`src/rtl/vga_pkg.sv`:
```
// Timing constants and helpers shared by the VGA scanout path.
// Default geometry is 640x480@60 on a 25 MHz pixel grid derived from CLOCK_50.
package vga_pkg;

    localparam int H_ACTIVE = 640;
    localparam int H_FP     = 16;
    localparam int H_SYNC   = 96;
    localparam int H_BP     = 48;
    localparam int H_TOTAL  = H_ACTIVE + H_FP + H_SYNC + H_BP;
    localparam int H_SYNC_START = H_ACTIVE + H_FP;
    localparam int H_SYNC_END   = H_SYNC_START + H_SYNC - 1;

    localparam int V_ACTIVE = 480;
    localparam int V_FP     = 10;
    localparam int V_SYNC   = 2;
    localparam int V_BP     = 33;
    localparam int V_TOTAL  = V_ACTIVE + V_FP + V_SYNC + V_BP;
    localparam int V_SYNC_START = V_ACTIVE + V_FP;
    localparam int V_SYNC_END   = V_SYNC_START + V_SYNC - 1;

    localparam int COORD_W = 11;
    localparam int DATA_W  = 8;

    typedef struct packed {
        int h_active;
        int h_fp;
        int h_sync;
        int h_bp;
        int v_active;
        int v_fp;
        int v_sync;
        int v_bp;
    } vga_timing_t;

    localparam vga_timing_t VGA_640X480 = '{
        h_active: H_ACTIVE, h_fp: H_FP, h_sync: H_SYNC, h_bp: H_BP,
        v_active: V_ACTIVE, v_fp: V_FP, v_sync: V_SYNC, v_bp: V_BP
    };

    // Bar index drops x[9] so the 128-px bars repeat from x=512 onward.
    function automatic logic [DATA_W-1:0] grey_bar(input logic [COORD_W-1:0] x);
        return {1'b0, x[8:7], 5'b00000};
    endfunction

endpackage

```
`src/rtl/vga_timing_gen.sv`:
```
// Pixel-enable divider and h/v raster counters with sync/active decode.
// Exposes next-count values so the read address can be registered in step with the counters.
module vga_timing_gen
    import vga_pkg::*;
#(
    parameter vga_timing_t TIMING = VGA_640X480
) (
    input  logic               clk,
    input  logic               reset,
    output logic               pix_en,
    output logic [COORD_W-1:0] h_nxt,
    output logic [COORD_W-1:0] v_nxt,
    output logic               active_nxt,
    output logic               hs,
    output logic               vs,
    output logic               active,
    output logic               frame_start
);

    localparam logic [COORD_W-1:0] H_ACT  = COORD_W'(TIMING.h_active);
    localparam logic [COORD_W-1:0] HS_BEG = COORD_W'(TIMING.h_active + TIMING.h_fp);
    localparam logic [COORD_W-1:0] HS_END = COORD_W'(TIMING.h_active + TIMING.h_fp + TIMING.h_sync - 1);
    localparam logic [COORD_W-1:0] H_LAST = COORD_W'(TIMING.h_active + TIMING.h_fp + TIMING.h_sync + TIMING.h_bp - 1);
    localparam logic [COORD_W-1:0] V_ACT  = COORD_W'(TIMING.v_active);
    localparam logic [COORD_W-1:0] VS_BEG = COORD_W'(TIMING.v_active + TIMING.v_fp);
    localparam logic [COORD_W-1:0] VS_END = COORD_W'(TIMING.v_active + TIMING.v_fp + TIMING.v_sync - 1);
    localparam logic [COORD_W-1:0] V_LAST = COORD_W'(TIMING.v_active + TIMING.v_fp + TIMING.v_sync + TIMING.v_bp - 1);

    logic               pix_en_r;
    logic [COORD_W-1:0] h_cnt_r;
    logic [COORD_W-1:0] v_cnt_r;
    logic               hs_r;
    logic               vs_r;
    logic               active_r;
    logic               frame_start_r;
    logic               restart_r;
    logic [COORD_W-1:0] h_nxt_s;
    logic [COORD_W-1:0] v_nxt_s;
    logic               act_nxt_s;
    logic               hs_nxt_s;
    logic               vs_nxt_s;

    // Next raster position and its decoded sync/active flags.
    always_comb begin
        h_nxt_s = h_cnt_r;
        v_nxt_s = v_cnt_r;
        if (h_cnt_r == H_LAST) begin
            h_nxt_s = '0;
            if (v_cnt_r == V_LAST) begin
                v_nxt_s = '0;
            end else begin
                v_nxt_s = v_cnt_r + COORD_W'(1);
            end
        end else begin
            h_nxt_s = h_cnt_r + COORD_W'(1);
        end
        act_nxt_s = (h_nxt_s < H_ACT) && (v_nxt_s < V_ACT);
        hs_nxt_s  = !((h_nxt_s >= HS_BEG) && (h_nxt_s <= HS_END));
        vs_nxt_s  = !((v_nxt_s >= VS_BEG) && (v_nxt_s <= VS_END));
    end

    // Stage-0 raster state; (0,0) is an active pixel, so active resets high.
    always_ff @(posedge clk) begin
        if (reset) begin
            pix_en_r      <= 1'b0;
            h_cnt_r       <= '0;
            v_cnt_r       <= '0;
            hs_r          <= 1'b1;
            vs_r          <= 1'b1;
            active_r      <= 1'b1;
            frame_start_r <= 1'b0;
            restart_r     <= 1'b1;
        end else begin
            pix_en_r      <= ~pix_en_r;
            restart_r     <= 1'b0;
            // A reset restarts the frame at (0,0) without a wrap, so announce it once.
            frame_start_r <= restart_r;
            if (pix_en_r) begin
                h_cnt_r       <= h_nxt_s;
                v_cnt_r       <= v_nxt_s;
                hs_r          <= hs_nxt_s;
                vs_r          <= vs_nxt_s;
                active_r      <= act_nxt_s;
                frame_start_r <= (h_nxt_s == '0) && (v_nxt_s == '0);
            end else begin
                h_cnt_r  <= h_cnt_r;
                v_cnt_r  <= v_cnt_r;
                hs_r     <= hs_r;
                vs_r     <= vs_r;
                active_r <= active_r;
            end
        end
    end

    assign pix_en      = pix_en_r;
    assign h_nxt       = h_nxt_s;
    assign v_nxt       = v_nxt_s;
    assign active_nxt  = act_nxt_s;
    assign hs          = hs_r;
    assign vs          = vs_r;
    assign active      = active_r;
    assign frame_start = frame_start_r;

endmodule

```
`src/rtl/vga_scanout.sv`:
```
// VGA scanout: frame-buffer read addressing, 1-clock read-latency alignment and grey DAC drive.
// Optional VGA_TEST_PATTERN_EN adds test_sel, which replaces buffer data with grey bars.
module vga_scanout
    import vga_pkg::*;
#(
    parameter vga_timing_t TIMING = VGA_640X480
) (
    input  logic               CLOCK_50,
    input  logic               reset,
`ifdef VGA_TEST_PATTERN_EN
    input  logic               test_sel,
`endif
    output logic [COORD_W-1:0] rd_x,
    output logic [COORD_W-1:0] rd_y,
    input  logic [DATA_W-1:0]  rd_data,
    output logic               VGA_CLK,
    output logic               VGA_HS,
    output logic               VGA_VS,
    output logic               VGA_BLANK_N,
    output logic               VGA_SYNC_N,
    output logic [DATA_W-1:0]  VGA_R,
    output logic [DATA_W-1:0]  VGA_G,
    output logic [DATA_W-1:0]  VGA_B,
    output logic               frame_start
);

    logic               pix_en_s;
    logic [COORD_W-1:0] h_nxt_s;
    logic [COORD_W-1:0] v_nxt_s;
    logic               act_nxt_s;
    logic               hs_s;
    logic               vs_s;
    logic               active_s;
    logic               frame_start_s;
    logic [COORD_W-1:0] rd_x_r;
    logic [COORD_W-1:0] rd_y_r;
    logic               hs_r;
    logic               vs_r;
    logic               blank_n_r;
    logic [DATA_W-1:0]  grey_r;
    logic [DATA_W-1:0]  pix_src_s;

    vga_timing_gen #(
        .TIMING      (TIMING)
    ) u_timing (
        .clk         (CLOCK_50),
        .reset       (reset),
        .pix_en      (pix_en_s),
        .h_nxt       (h_nxt_s),
        .v_nxt       (v_nxt_s),
        .active_nxt  (act_nxt_s),
        .hs          (hs_s),
        .vs          (vs_s),
        .active      (active_s),
        .frame_start (frame_start_s)
    );

    // Colour source; rd_x_r equals the stage-0 column whenever the pixel is visible.
    always_comb begin
        pix_src_s = rd_data;
`ifdef VGA_TEST_PATTERN_EN
        if (test_sel) begin
            pix_src_s = grey_bar(rd_x_r);
        end else begin
            pix_src_s = rd_data;
        end
`endif
    end

    // Address moves with the counters; pins capture the previous pixel once its data has returned.
    always_ff @(posedge CLOCK_50) begin
        if (reset) begin
            rd_x_r    <= '0;
            rd_y_r    <= '0;
            hs_r      <= 1'b1;
            vs_r      <= 1'b1;
            blank_n_r <= 1'b0;
            grey_r    <= '0;
        end else if (pix_en_s) begin
            rd_x_r    <= act_nxt_s ? h_nxt_s : '0;
            rd_y_r    <= act_nxt_s ? v_nxt_s : '0;
            hs_r      <= hs_s;
            vs_r      <= vs_s;
            blank_n_r <= active_s;
            grey_r    <= active_s ? pix_src_s : '0;
        end else begin
            rd_x_r    <= rd_x_r;
            rd_y_r    <= rd_y_r;
            hs_r      <= hs_r;
            vs_r      <= vs_r;
            blank_n_r <= blank_n_r;
            grey_r    <= grey_r;
        end
    end

    assign rd_x        = rd_x_r;
    assign rd_y        = rd_y_r;
    assign VGA_CLK     = pix_en_s;
    assign VGA_HS      = hs_r;
    assign VGA_VS      = vs_r;
    assign VGA_BLANK_N = blank_n_r;
    assign VGA_SYNC_N  = 1'b0;
    assign VGA_R       = grey_r;
    assign VGA_G       = grey_r;
    assign VGA_B       = grey_r;
    assign frame_start = frame_start_s;

endmodule

```
`config.mk`:
```
export PLATFORM = sky130hd
export DESIGN_NAME = vga_scanout
export DESIGN_NICKNAME = d
export VERILOG_FILES = /design/src/rtl/vga_pkg.sv /design/src/rtl/vga_timing_gen.sv /design/src/rtl/vga_scanout.sv
export SDC_FILE = /design/constraint.sdc
export NUM_CORES = 1
export LEC_CHECK = 0
export BUFFER_PORTS_ARGS = -buffer_cell sky130_fd_sc_hd__buf_2
export CAP_MARGIN = 10
export CORE_MARGIN = 8
export CORE_UTILIZATION = 28
export CTS_BUF_LIST = sky130_fd_sc_hd__clkbuf_16
export DETAILED_ROUTE_END_ITERATION = 8
export PLACE_DENSITY_LB_ADDON = 0.08
export SYNTH_ARGS = -nofsm -noshare
export SYNTH_HDL_FRONTEND = slang
export SYNTH_SLANG_ARGS = --single-unit
```
`constraint.sdc`:
```
create_clock -name CLOCK_50 -period 8 [get_ports CLOCK_50]
set_clock_uncertainty 0.15 [all_clocks]
set_input_delay 1.6 -clock CLOCK_50 [delete_from_list [all_inputs] [get_ports CLOCK_50]]
set_output_delay 1.6 -clock CLOCK_50 [all_outputs]
set_load 0.03 [all_outputs]
```
==> impl_metrics.tcl, run 1 <==
set metrics [dict create \
    antennaDiodeCount 0 \
    worstPathArrival_ns 3.54 \
    synthCells 394 \
    maxUsedRoutingLayer "met4" \
    drc 0 \
    clk_latency_ns 0.33 \
    multiInputGateArea_mm2 0.00170 \
    grt_pass1_vias 2575 \
    cts_buffer_depth 2 \
    worst_pin_slew_ns 0.951 \
    pwr-share-comb 0.091 \
    start_kind "flip-flop" \
    clk_pin_slew_worst_paths_ns 0.05 \
    initial_core_util 0.287 \
    slew_viol_final 0 \
    ant_nets 0 \
    die_y_um 124 \
    die_area_mm2 0.0154 \
    hp-class "reg -> reg" \
    root_buffer "clkbuf_16" \
    place_hpwl_um 6390 \
    cts_made_buffers 9 \
    ys_ff_latch 61 \
    async_reset_ff_frac 0 \
    detail_route.first_pass.iterations 4 \
    power.internal_w 0.000603 \
    track_usage 0.118 \
    fin_nets 432 \
    crit_buf_inv 0 \
    cts_tree "yes" \
    netSwitchingFraction 0.248 \
    fp.dieW_um 124 \
    vias 2780 \
    ys_types 66 \
    overflow 0 \
    drt_iter0_drc 294 \
    maxCapViolations 0 \
    crit_chain "ha_1 -> nand4_2 -> or4_1 -> nor3_1 -> nor4_4 -> o2111ai_2 -> o21ai_0" \
    path_delay_family "simple AND/OR/NAND/NOR gates" \
    end_kind "flip-flop" \
    power.net_switching_w 0.000199 \
    syn-cell-area_mm2 0.00328 \
    wirelength_met1_um 4600 \
    dpl_worst_slack_ns 4.46 \
    synth_warnings 0 \
    path_max_fanout 13 \
    layout-drive-gt1-share 0.241 \
    critPathMaxStageDelay_ns 0.69 \
    powerDensity_mw_per_mm2 213 \
    rows 39 \
    fin_crit_sh 0.439 \
    cts_hold_buf 0 \
    p_clk_frac 0.506 \
    areaGrowthSynthToFinish_pct 14.9 \
    grt_max_degree 39 \
    hold_ws_ns 0.294 \
    seq_area_mm2 0.00122 \
    ys_dominant_reg_cell "dfxtp_1" \
    clock-sinks 61 \
    slew_headroom 0.360 \
    synth_edf_count 0 \
    ioPinCount 62 \
    io_buffers 60 \
    avgSynthCellArea_um2 8.32 \
    vdd_drop_max_v 0.000133 \
    grt_setup_unrepaired "false" \
    post_cts_resized 0 \
    syn-num-nets 408 \
    wire_per_inst_um 15.9 \
    grt_pass1_wl_um 13900 \
    wl_met3_um 502 \
    leakage_nw 1.50 \
    period_needed_ns 3.51 \
    status "complete, no violations" \
    post_cts_buffers 0 \
    antenna_found_initial 0 \
    routed-wl-met2_um 3800 \
    coreArea_mm2 0.0114 \
    criticalPathCategory "reg -> reg" \
    finalSetupViolations 0 \
    yosysSeqAreaShare 0.373 \
    finalWorstSetupSlack_ns 4.49 \
    crit_required_ns 8.03 \
    seqPwrFrac 0.402 \
    fmax_mhz 285 \
    vias_per_cell 4.91 \
    hold_violations 0 \
    h-tree-depth 3 \
    tns_ns 0 \
    slowest_stage "or4_1" \
    fillers 1227 \
    routabilityCongestion 0.810 \
    wl_um 9020 \
]
## cells by family after synthesis
group / count (synthesis) / synth area share
AOI/OAI and AO/OA: 93 / 0.202
DFF: 61 / 0.373
adders and majority gates: 4 / 0.0153
and+or+nand+nor: 155 / 0.242
other: 1 / 0.00114
xor gates and xnor gates: 20 / 0.0535
buffers and inverters: 58 / 0.108
muxes: 2 / 0.00611
## metrics by stage
step	instances	power (W)	utilization	cell area [µm²]
after CTS	566	0.000814	0.330	3760
after global placement	550	0.000403	0.303	3460
after detailed placement	550	0.000403	0.303	3460
after global routing	566	0.000834	0.330	3760
final	566	0.000801	0.330	3760
after floorplan	394	0.000388	-	3280
## state kept, by name (all words and copies together) (netlist names)
| signal | flops |
|---|---|
| u_timing.active | 1 |
| u_timing.vs | 1 |
| VGA_HS | 1 |
| rd_x | 11 |
| u_timing.h_cnt_r | 11 |
| u_timing.restart_r | 1 |
| VGA_VS | 1 |
| rd_y | 11 |
| VGA_BLANK_N | 1 |
| VGA_B | 8 |
| u_timing.v_cnt_r | 11 |
| u_timing.pix_en | 1 |
| u_timing.frame_start | 1 |
| u_timing.hs | 1 |
## cell usage after synthesis, types with 2 or more instances
library cell,instances,area [µm²]
dfxtp_1,61,1220
a211oi_1,8,60.1
inv_1,6,22.5
o211ai_1,2,15.0
a22oi_1,8,60.1
a41oi_1,3,26.3
mux2i_1,2,20.0
a21oi_1,17,85.1
a21o_1,3,22.5
o21ai_0,15,75.1
nand4_1,8,50.1
o21ai_1,4,20.0
xor2_1,12,105
o21ai_2,9,78.8
xnor2_1,8,70.1
nor3_1,13,65.1
buf_4,21,158
nand3_1,16,80.1
ha_1,4,50.1
clkbuf_1,22,82.6
and2_1,9,56.3
a31o_2,2,17.5
nand2_1,45,169
o31ai_1,3,22.5
nor2b_1,2,12.5
o31ai_2,2,25.0
nor2_1,39,146
nor4_1,3,18.8
a211o_1,2,17.5
clkbuf_8,4,55.1
buf_6,2,22.5
a2bb2oi_1,2,17.5
or4_1,2,15.0
o21a_1,3,22.5
## cell usage in the layout (no fill, tap or decap), types with 7 or more instances in the layout
master	count
dfxtp_1	61
buf_2	60
nand2_1	45
nor2_1	39
a21oi_1	17
nand3_1	16
o21ai_0	15
nor3_1	13
xor2_1	12
and2_1	9
o21ai_2	9
clkbuf_16	9
nand4_1	8
xnor2_1	8
a211oi_1	8
a22oi_1	8
inv_1	7
## power by group through the flow
stage | Sequential [W] | Clock, W | Combinational, W
floorplan | 0.000336 | 0 | 0.0000521
global placement | 0.000329 | 0 | 0.0000746
global route | 0.000324 | 0.000431 | 0.0000791
finish | 0.000322 | 0.000406 | 0.0000731
CTS | 0.000322 | 0.000417 | 0.0000747
detailed placement | 0.000329 | 0 | 0.0000745
## layer usage
| metal | up-vias | track usage |
|---|---|---|
| met5 | - | 0 |
| met4 | 0 | 0.0461 |
| met3 | 7 | 0.0354 |
| met2 | 68 | 0.164 |
| met1 | 1295 | 0.167 |
| li1 | 1410 | - |
## area by class of cell
| cell class | count | share of cell area |
|---|---|---|
| Multi-Input combinational cell | 275 | 0.452 |
| Sequential cell | 61 | 0.324 |
| Timing Repair Buffer | 64 | 0.0877 |
| Clock buffer | 9 | 0.0598 |
| Tap cell | 143 | 0.0475 |
| Clock inverter | 7 | 0.0216 |
| Inverter | 7 | 0.00698 |
## path summary, 6_finish.rpt
| check | from | end | slack, ns | cells after the start |
|---|---|---|---|---|
| worst max-delay path | u_timing.h_cnt_r[0] | rd_y[1] | 4.49 | 7 |
| worst min-delay path | rd_y[0] | rd_y[0] | 0.29 | 2 |
| worst min register to register | rd_y[0] | rd_y[0] | 0.29 | 2 |
| worst max register to register | u_timing.h_cnt_r[0] | rd_y[1] | 4.49 | 7 |
## worst min-delay path: cells and delay by family, from the launching register on
family | cells | cell delay (ns)
flops | 1 | 0.32
compound gates | 1 | 0.05
simple gates | 1 | 0.04
Power figures use the tool's default switching activity.
==> inputs of run 2 (changes only) <==
--- a/config.mk
+++ b/config.mk
@@ -5,6 +5,7 @@
 export SDC_FILE = /design/constraint.sdc
 export NUM_CORES = 1
 export LEC_CHECK = 0
+export ABC_AREA = 1
 export BUFFER_PORTS_ARGS = -buffer_cell sky130_fd_sc_hd__buf_2
 export CAP_MARGIN = 10
 export CORE_MARGIN = 8
==> constraint.sdc (replaced) <==
create_clock -name CLOCK_50 -period 2.95 [get_ports CLOCK_50]
set_clock_uncertainty 0.15 [all_clocks]
set_input_delay 0.59 -clock CLOCK_50 [delete_from_list [all_inputs] [get_ports CLOCK_50]]
set_output_delay 0.59 -clock CLOCK_50 [all_outputs]
set_load 0.03 [all_outputs]
==> run 2 against run 1 <==
Effect of this change:
- combinational power grew 87%
- worst hold slack got worse by 0.010 ns
- first-iteration DRC count fell by 57%
- die area decreased by 5.9%
- routed wire length down 7.1%
- power rose to 2.8 times the previous value
- global-route usage up 0.069 points
- via count increased by 1.2%
- sequential share of layout area grew 0.32 points
- synthesized cell count is 6.9% higher
- design area decreased by 0.96%
==> impl_metrics.tcl, run 2 <==
set metrics [dict create \
    antenna_found_initial 0 \
    final_common_cell "nand2_1" \
    slew_viol_final 0 \
    drt_iter0_drc 127 \
    routabilityCongestion 0.807 \
    worst_pin_slew_ns 0.800 \
    grt_setup_unrepaired "false" \
    synthSimpleGateAreaFrac 0.299 \
    ys_types 32 \
    dpl-instance-area_mm2 0.00338 \
    yosysSeqAreaShare 0.400 \
    rows 38 \
    grt_pass1_wl_um 13700 \
    final_util 0.347 \
    synthAdderAreaFrac 0.0164 \
    yosysTopAreaCellShare 0.400 \
    cts_buffer_depth 2 \
    criticalPathCategory "reg -> reg" \
    drc 0 \
    end_kind "flip-flop" \
    detail_route.first_pass.iterations 5 \
    start_kind "flip-flop" \
    synthCells 421 \
    fillers 1186 \
    total_power_w 0.00222 \
    areaGrowthSynthToFinish_pct 22.0 \
    vias 2812 \
    fmax_mhz 409 \
    yosys-top-cells-count "nand2_1, dfxtp_1, nor2_1" \
    hold_violations 0 \
    avgSynthCellArea_um2 7.26 \
    synth.mux.area_fraction 0 \
    hp-class "reg -> reg" \
    yosys.area.top_type "dfxtp_1" \
    finalSetupViolations 0 \
    status "complete, no violations" \
    ioPinCount 62 \
    clock-sinks 61 \
    crit_chain "ha_1 -> nand2_2 -> nor2_4 -> inv_2 -> nor2_4 -> buf_4 -> nand2_1 -> nand2_1 -> nand2_1 -> nor2_1 -> a21oi_2 -> nand2_2 -> buf_4 -> o21ai_2" \
    leakage_nw 1.73 \
    synth_top_family_by_area "simple AND/OR/NAND/NOR gates" \
    die_area_mm2 0.0145 \
    ys_ff_latch 61 \
    place_hpwl_um 6270 \
    fp.dieW_um 120 \
    syn-num-nets 435 \
    clk_latency_ns 0.33 \
    fin_nets 483 \
    maxCapViolations 0 \
    post_cts_buffers 0 \
    initial_core_util 0.284 \
    fin_crit_sh 0.829 \
    track_usage 0.119 \
    worstPathArrival_ns 2.51 \
    tns_ns 0 \
    cts_hold_buf 0 \
    root_buffer "clkbuf_16" \
    vias_per_cell 4.58 \
    critPathMaxStageDelay_ns 0.37 \
    layout_common_cells "nand2_1, dfxtp_1, buf_2" \
    crit_top_cell "nand2_1" \
    h-tree-depth 3 \
    synth_warnings 0 \
    synth.area.top_cells "dfxtp_1, nand2_1, o21ai_2" \
    powerDensity_mw_per_mm2 596 \
    post_cts_resized 0 \
    slowest_stage "dfxtp_1" \
    async_reset_ff_frac 0 \
    cts_tree "yes" \
    ys_dominant_reg_cell "dfxtp_1" \
    grt_pass1_vias 2695 \
    synth.most_common_cell "nand2_1" \
    syn-cell-area_mm2 0.00306 \
    crit_buf_inv 3 \
    coreArea_mm2 0.0107 \
    die_y_um 120 \
    vdd_drop_max_v 0.000282 \
    path_max_fanout 15 \
    synth-xor-area-share 0.0115 \
    layout-drive-gt1-share 0.249 \
    clk_pin_slew_worst_paths_ns 0.06 \
    ant_nets 0 \
    synth_compound_area_frac 0.156 \
    grt_max_degree 35 \
    io_buffers 60 \
    crit_required_ns 3.02 \
    slew_headroom 0.466 \
    period_needed_ns 2.45 \
    path_delay_family "simple AND/OR/NAND/NOR gates" \
    hold_ws_ns 0.284 \
    antennaDiodeCount 0 \
    overflow 0 \
    cts_made_buffers 9 \
    synth_edf_count 0 \
    wl_um 8380 \
    final_area_mm2 0.00373 \
    wire_per_inst_um 13.6 \
]
-- run 2: worst paths after layout --
kind                       start        to  slack [ns]  depth (start not counted)
max          u_timing.h_cnt_r[0]   rd_x[2]        0.50                         14
min                     rd_x[10]  rd_x[10]        0.28                          2
max reg2reg  u_timing.h_cnt_r[0]   rd_x[2]        0.50                         14
min reg2reg             rd_x[10]  rd_x[10]        0.28                          2
-- run 2: logic make-up (layout without fill, tap and decap cells) --
family / after synthesis / in the layout
XOR/XNOR: 4 / 4
AND/OR/NAND/NOR: 214 / 214
AO/OA/AOI/OAI: 67 / 67
flip-flops: 61 / 61
adder cells (fa/ha/maj): 4 / 4
buffers and inverters: 70 / 123
other: 1 / 1
-- run 2: tightest hold or removal path, delay by kind of cell (launching register included) --
kind | cells | cell delay (ns)
flip-flops | 1 | 0.31
AND/OR/NAND/NOR | 2 | 0.09
-- run 2: metal layers --
layer / up-vias / share of wire / wire [µm] / track usage
li1: 1449 / - / - / -
met1: 1287 / 0.49 / 4070 / 0.154
met2: 66 / 0.43 / 3600 / 0.186
met3: 10 / 0.069 / 580 / 0.0312
met4: 0 / 0.014 / 119 / 0.0468
met5: - / 0 / 0 / 0
-- run 2: final cells by class --
class                      instances  area, µm²  share of cell area
clock inverter                     7        121              0.0326
tap                              140        175              0.0470
clock buffer                       9        225              0.0604
multi-input combinational        290       1480               0.398
inverter                          40        150              0.0403
timing repair buffer              67        353              0.0946
sequential                        61       1220               0.328
-- run 2: power breakdown --
group | internal [W] | total [W] | leakage, nW | switching [W]
clock | 0.000831 | 0.00124 | 0.170 | 0.000407
combinational | 0.0000366 | 0.000137 | 1.07 | 0.000100
sequential | 0.000839 | 0.000849 | 0.494 | 0.0000102
total | 0.00171 | 0.00222 | 1.73 | 0.000517
-- run 2: stage by stage --
stage | setup slack, ns | std cells
after floorplan | 0.974 | 421
after global placement | 0.539 | 598
after detailed placement | 0.494 | 598
after CTS | 0.483 | 614
after global routing | 0.287 | 614
final | 0.504 | 614
==> inputs of run 3 (changes only) <==
==> constraint.sdc (replaced) <==
create_clock -name CLOCK_50 -period 2.5 [get_ports CLOCK_50]
set_clock_uncertainty 0.15 [all_clocks]
set_input_delay 0.5 -clock CLOCK_50 [delete_from_list [all_inputs] [get_ports CLOCK_50]]
set_output_delay 0.5 -clock CLOCK_50 [all_outputs]
set_load 0.03 [all_outputs]
==> run 3 against run 2 <==
Effect of this change:
- sequential cell count did not move
- routed wire length rose by 1.4%
- die area did not move
- global-route usage rose by 0.44 points
- design area rose by 0.30%
- cell count rose by 1.3%
- combinational power rose by 18%
- maximum frequency rose by 12%
- clock-buffer cell count did not move
- utilization rose by 0.10 points
- largest power group unchanged
- highest routed layer unchanged
==> impl_metrics.tcl, run 3 (synthesis gave the netlist of run 2 again) <==
set metrics [dict create \
    overflow 0 \
    vias 2827 \
    place_inst 605 \
    post_cts_resized 0 \
    rows 38 \
    fp.dieW_um 120 \
    layout_common_cells "nand2_1, dfxtp_1, buf_2" \
    antennaDiodeCount 0 \
    h-tree-depth 3 \
    crit_required_ns 2.61 \
    start_kind "flip-flop" \
    fin_crit_sh 0.874 \
    clk_latency_ns 0.33 \
    final_area_mm2 0.00374 \
    drc 0 \
    crit_chain "ha_1 -> nand2_2 -> nor2_4 -> nand2_1 -> nor2_1 -> nand2_1 -> xor2_1 -> inv_1 -> a21oi_1 -> nand2_2 -> buf_12 -> o21ai_2" \
    vdd_drop_max_v 0.000280 \
    startpoint "u_timing.h_cnt_r[0]" \
    wire_per_inst_um 13.7 \
    powerDensity_mw_per_mm2 606 \
    layout-drive-gt1-share 0.257 \
    criticalPathCategory "reg -> reg" \
    tns_ns 0 \
    maxCapViolations 0 \
    hp-class "in -> reg" \
    grt_max_degree 35 \
    leakage_nw 1.74 \
    root_buffer "clkbuf_16" \
    wl_um 8490 \
    final_common_cell "nand2_1" \
    period_needed_ns 2.19 \
    fmax_mhz 457 \
    slew_viol_final 0 \
    die_area_mm2 0.0145 \
    coreArea_mm2 0.0107 \
    critPathMaxStageDelay_ns 0.37 \
    clk_pin_slew_worst_paths_ns 0.05 \
    worstPathArrival_ns 2.30 \
    worstHoldStart "reset" \
    post_cts_buffers 0 \
    die_y_um 120 \
    track_usage 0.124 \
    fin_nets 491 \
    dpl-instance-area_mm2 0.00346 \
    areaGrowthSynthToFinish_pct 22.4 \
    routabilityCongestion 0.807 \
    ioPinCount 62 \
    slowest_stage "dfxtp_1" \
    ant_nets 0 \
    cts_buffer_depth 2 \
    status "complete, no violations" \
    path_delay_family "simple AND/OR/NAND/NOR gates" \
    drt_iter0_drc 148 \
    vias_per_cell 4.55 \
    cts_tree "yes" \
    clock-sinks 61 \
    io_buffers 60 \
    fin_cells 622 \
    finalSetupViolations 0 \
    grt_pass1_vias 2850 \
    initial_core_util 0.284 \
    antenna_found_initial 0 \
    grt_pass1_wl_um 14300 \
    place_hpwl_um 6520 \
    crit_buf_inv 2 \
    hold_violations 0 \
    grt_setup_unrepaired "false" \
    path_max_fanout 10 \
    fillers 1181 \
    cts_made_buffers 9 \
    rr_startpoint "u_timing.h_cnt_r[0]" \
    detail_route.first_pass.iterations 4 \
    end_kind "flip-flop" \
    cts_hold_buf 0 \
]
## run 3: power breakdown
group,switching [W],leakage (nW),internal [W]
Combinational,0.000118,1.11,0.0000445
Sequential,0.0000125,0.494,0.000991
Clock,0.000444,0.137,0.000655
## run 3: worst paths after layout
kind	endpoint	slack, ns	cells after the start
max	rd_x[5]	0.31	12
min	u_timing.restart_r	0.22	1
max reg2reg	rd_x[5]	0.31	12
min reg2reg	rd_y[9]	0.29	2
## run 3: cell type report
type | instances | area [µm²] | share of cell area
inverter | 40 | 150 | 0.0401
multi-input combinational | 290 | 1480 | 0.396
timing repair buffer | 75 | 450 | 0.120
tap | 140 | 175 | 0.0468
sequential | 61 | 1220 | 0.327
clock inverter | 7 | 35.0 | 0.00937
clock buffer | 9 | 225 | 0.0602
## run 3: metal layers
layer	vias to the layer above	routed length, µm	part of all wire	GRT usage
met5	-	0	0	0
met4	0	126	0.015	0.0453
met3	11	646	0.076	0.0401
met2	74	3670	0.43	0.191
met1	1280	4060	0.48	0.158
li1	1462	-	-	-
## run 3: worst reg2reg max path: stages (launching register included)
cell and delay [ns]:
dfxtp_1 0.37, ha_1 0.24, nand2_2 0.10, nor2_4 0.11, nand2_1 0.11, nor2_1 0.16, nand2_1 0.08, xor2_1 0.17
inv_1 0.10, a21oi_1 0.15, nand2_2 0.12, buf_12 0.17, o21ai_2 0.11
## run 3: per-stage QoR
stage                     utilization  worst slack (ns)  total power (W)  hold slack (ns)
after floorplan                     -             0.524          0.00115            0.253
after global placement          0.322             0.255          0.00119            0.277
after detailed placement        0.322             0.177          0.00119            0.282
after CTS                       0.346             0.158          0.00231            0.211
after global routing            0.348            0.0771          0.00236            0.216
final                           0.348             0.314          0.00226            0.223
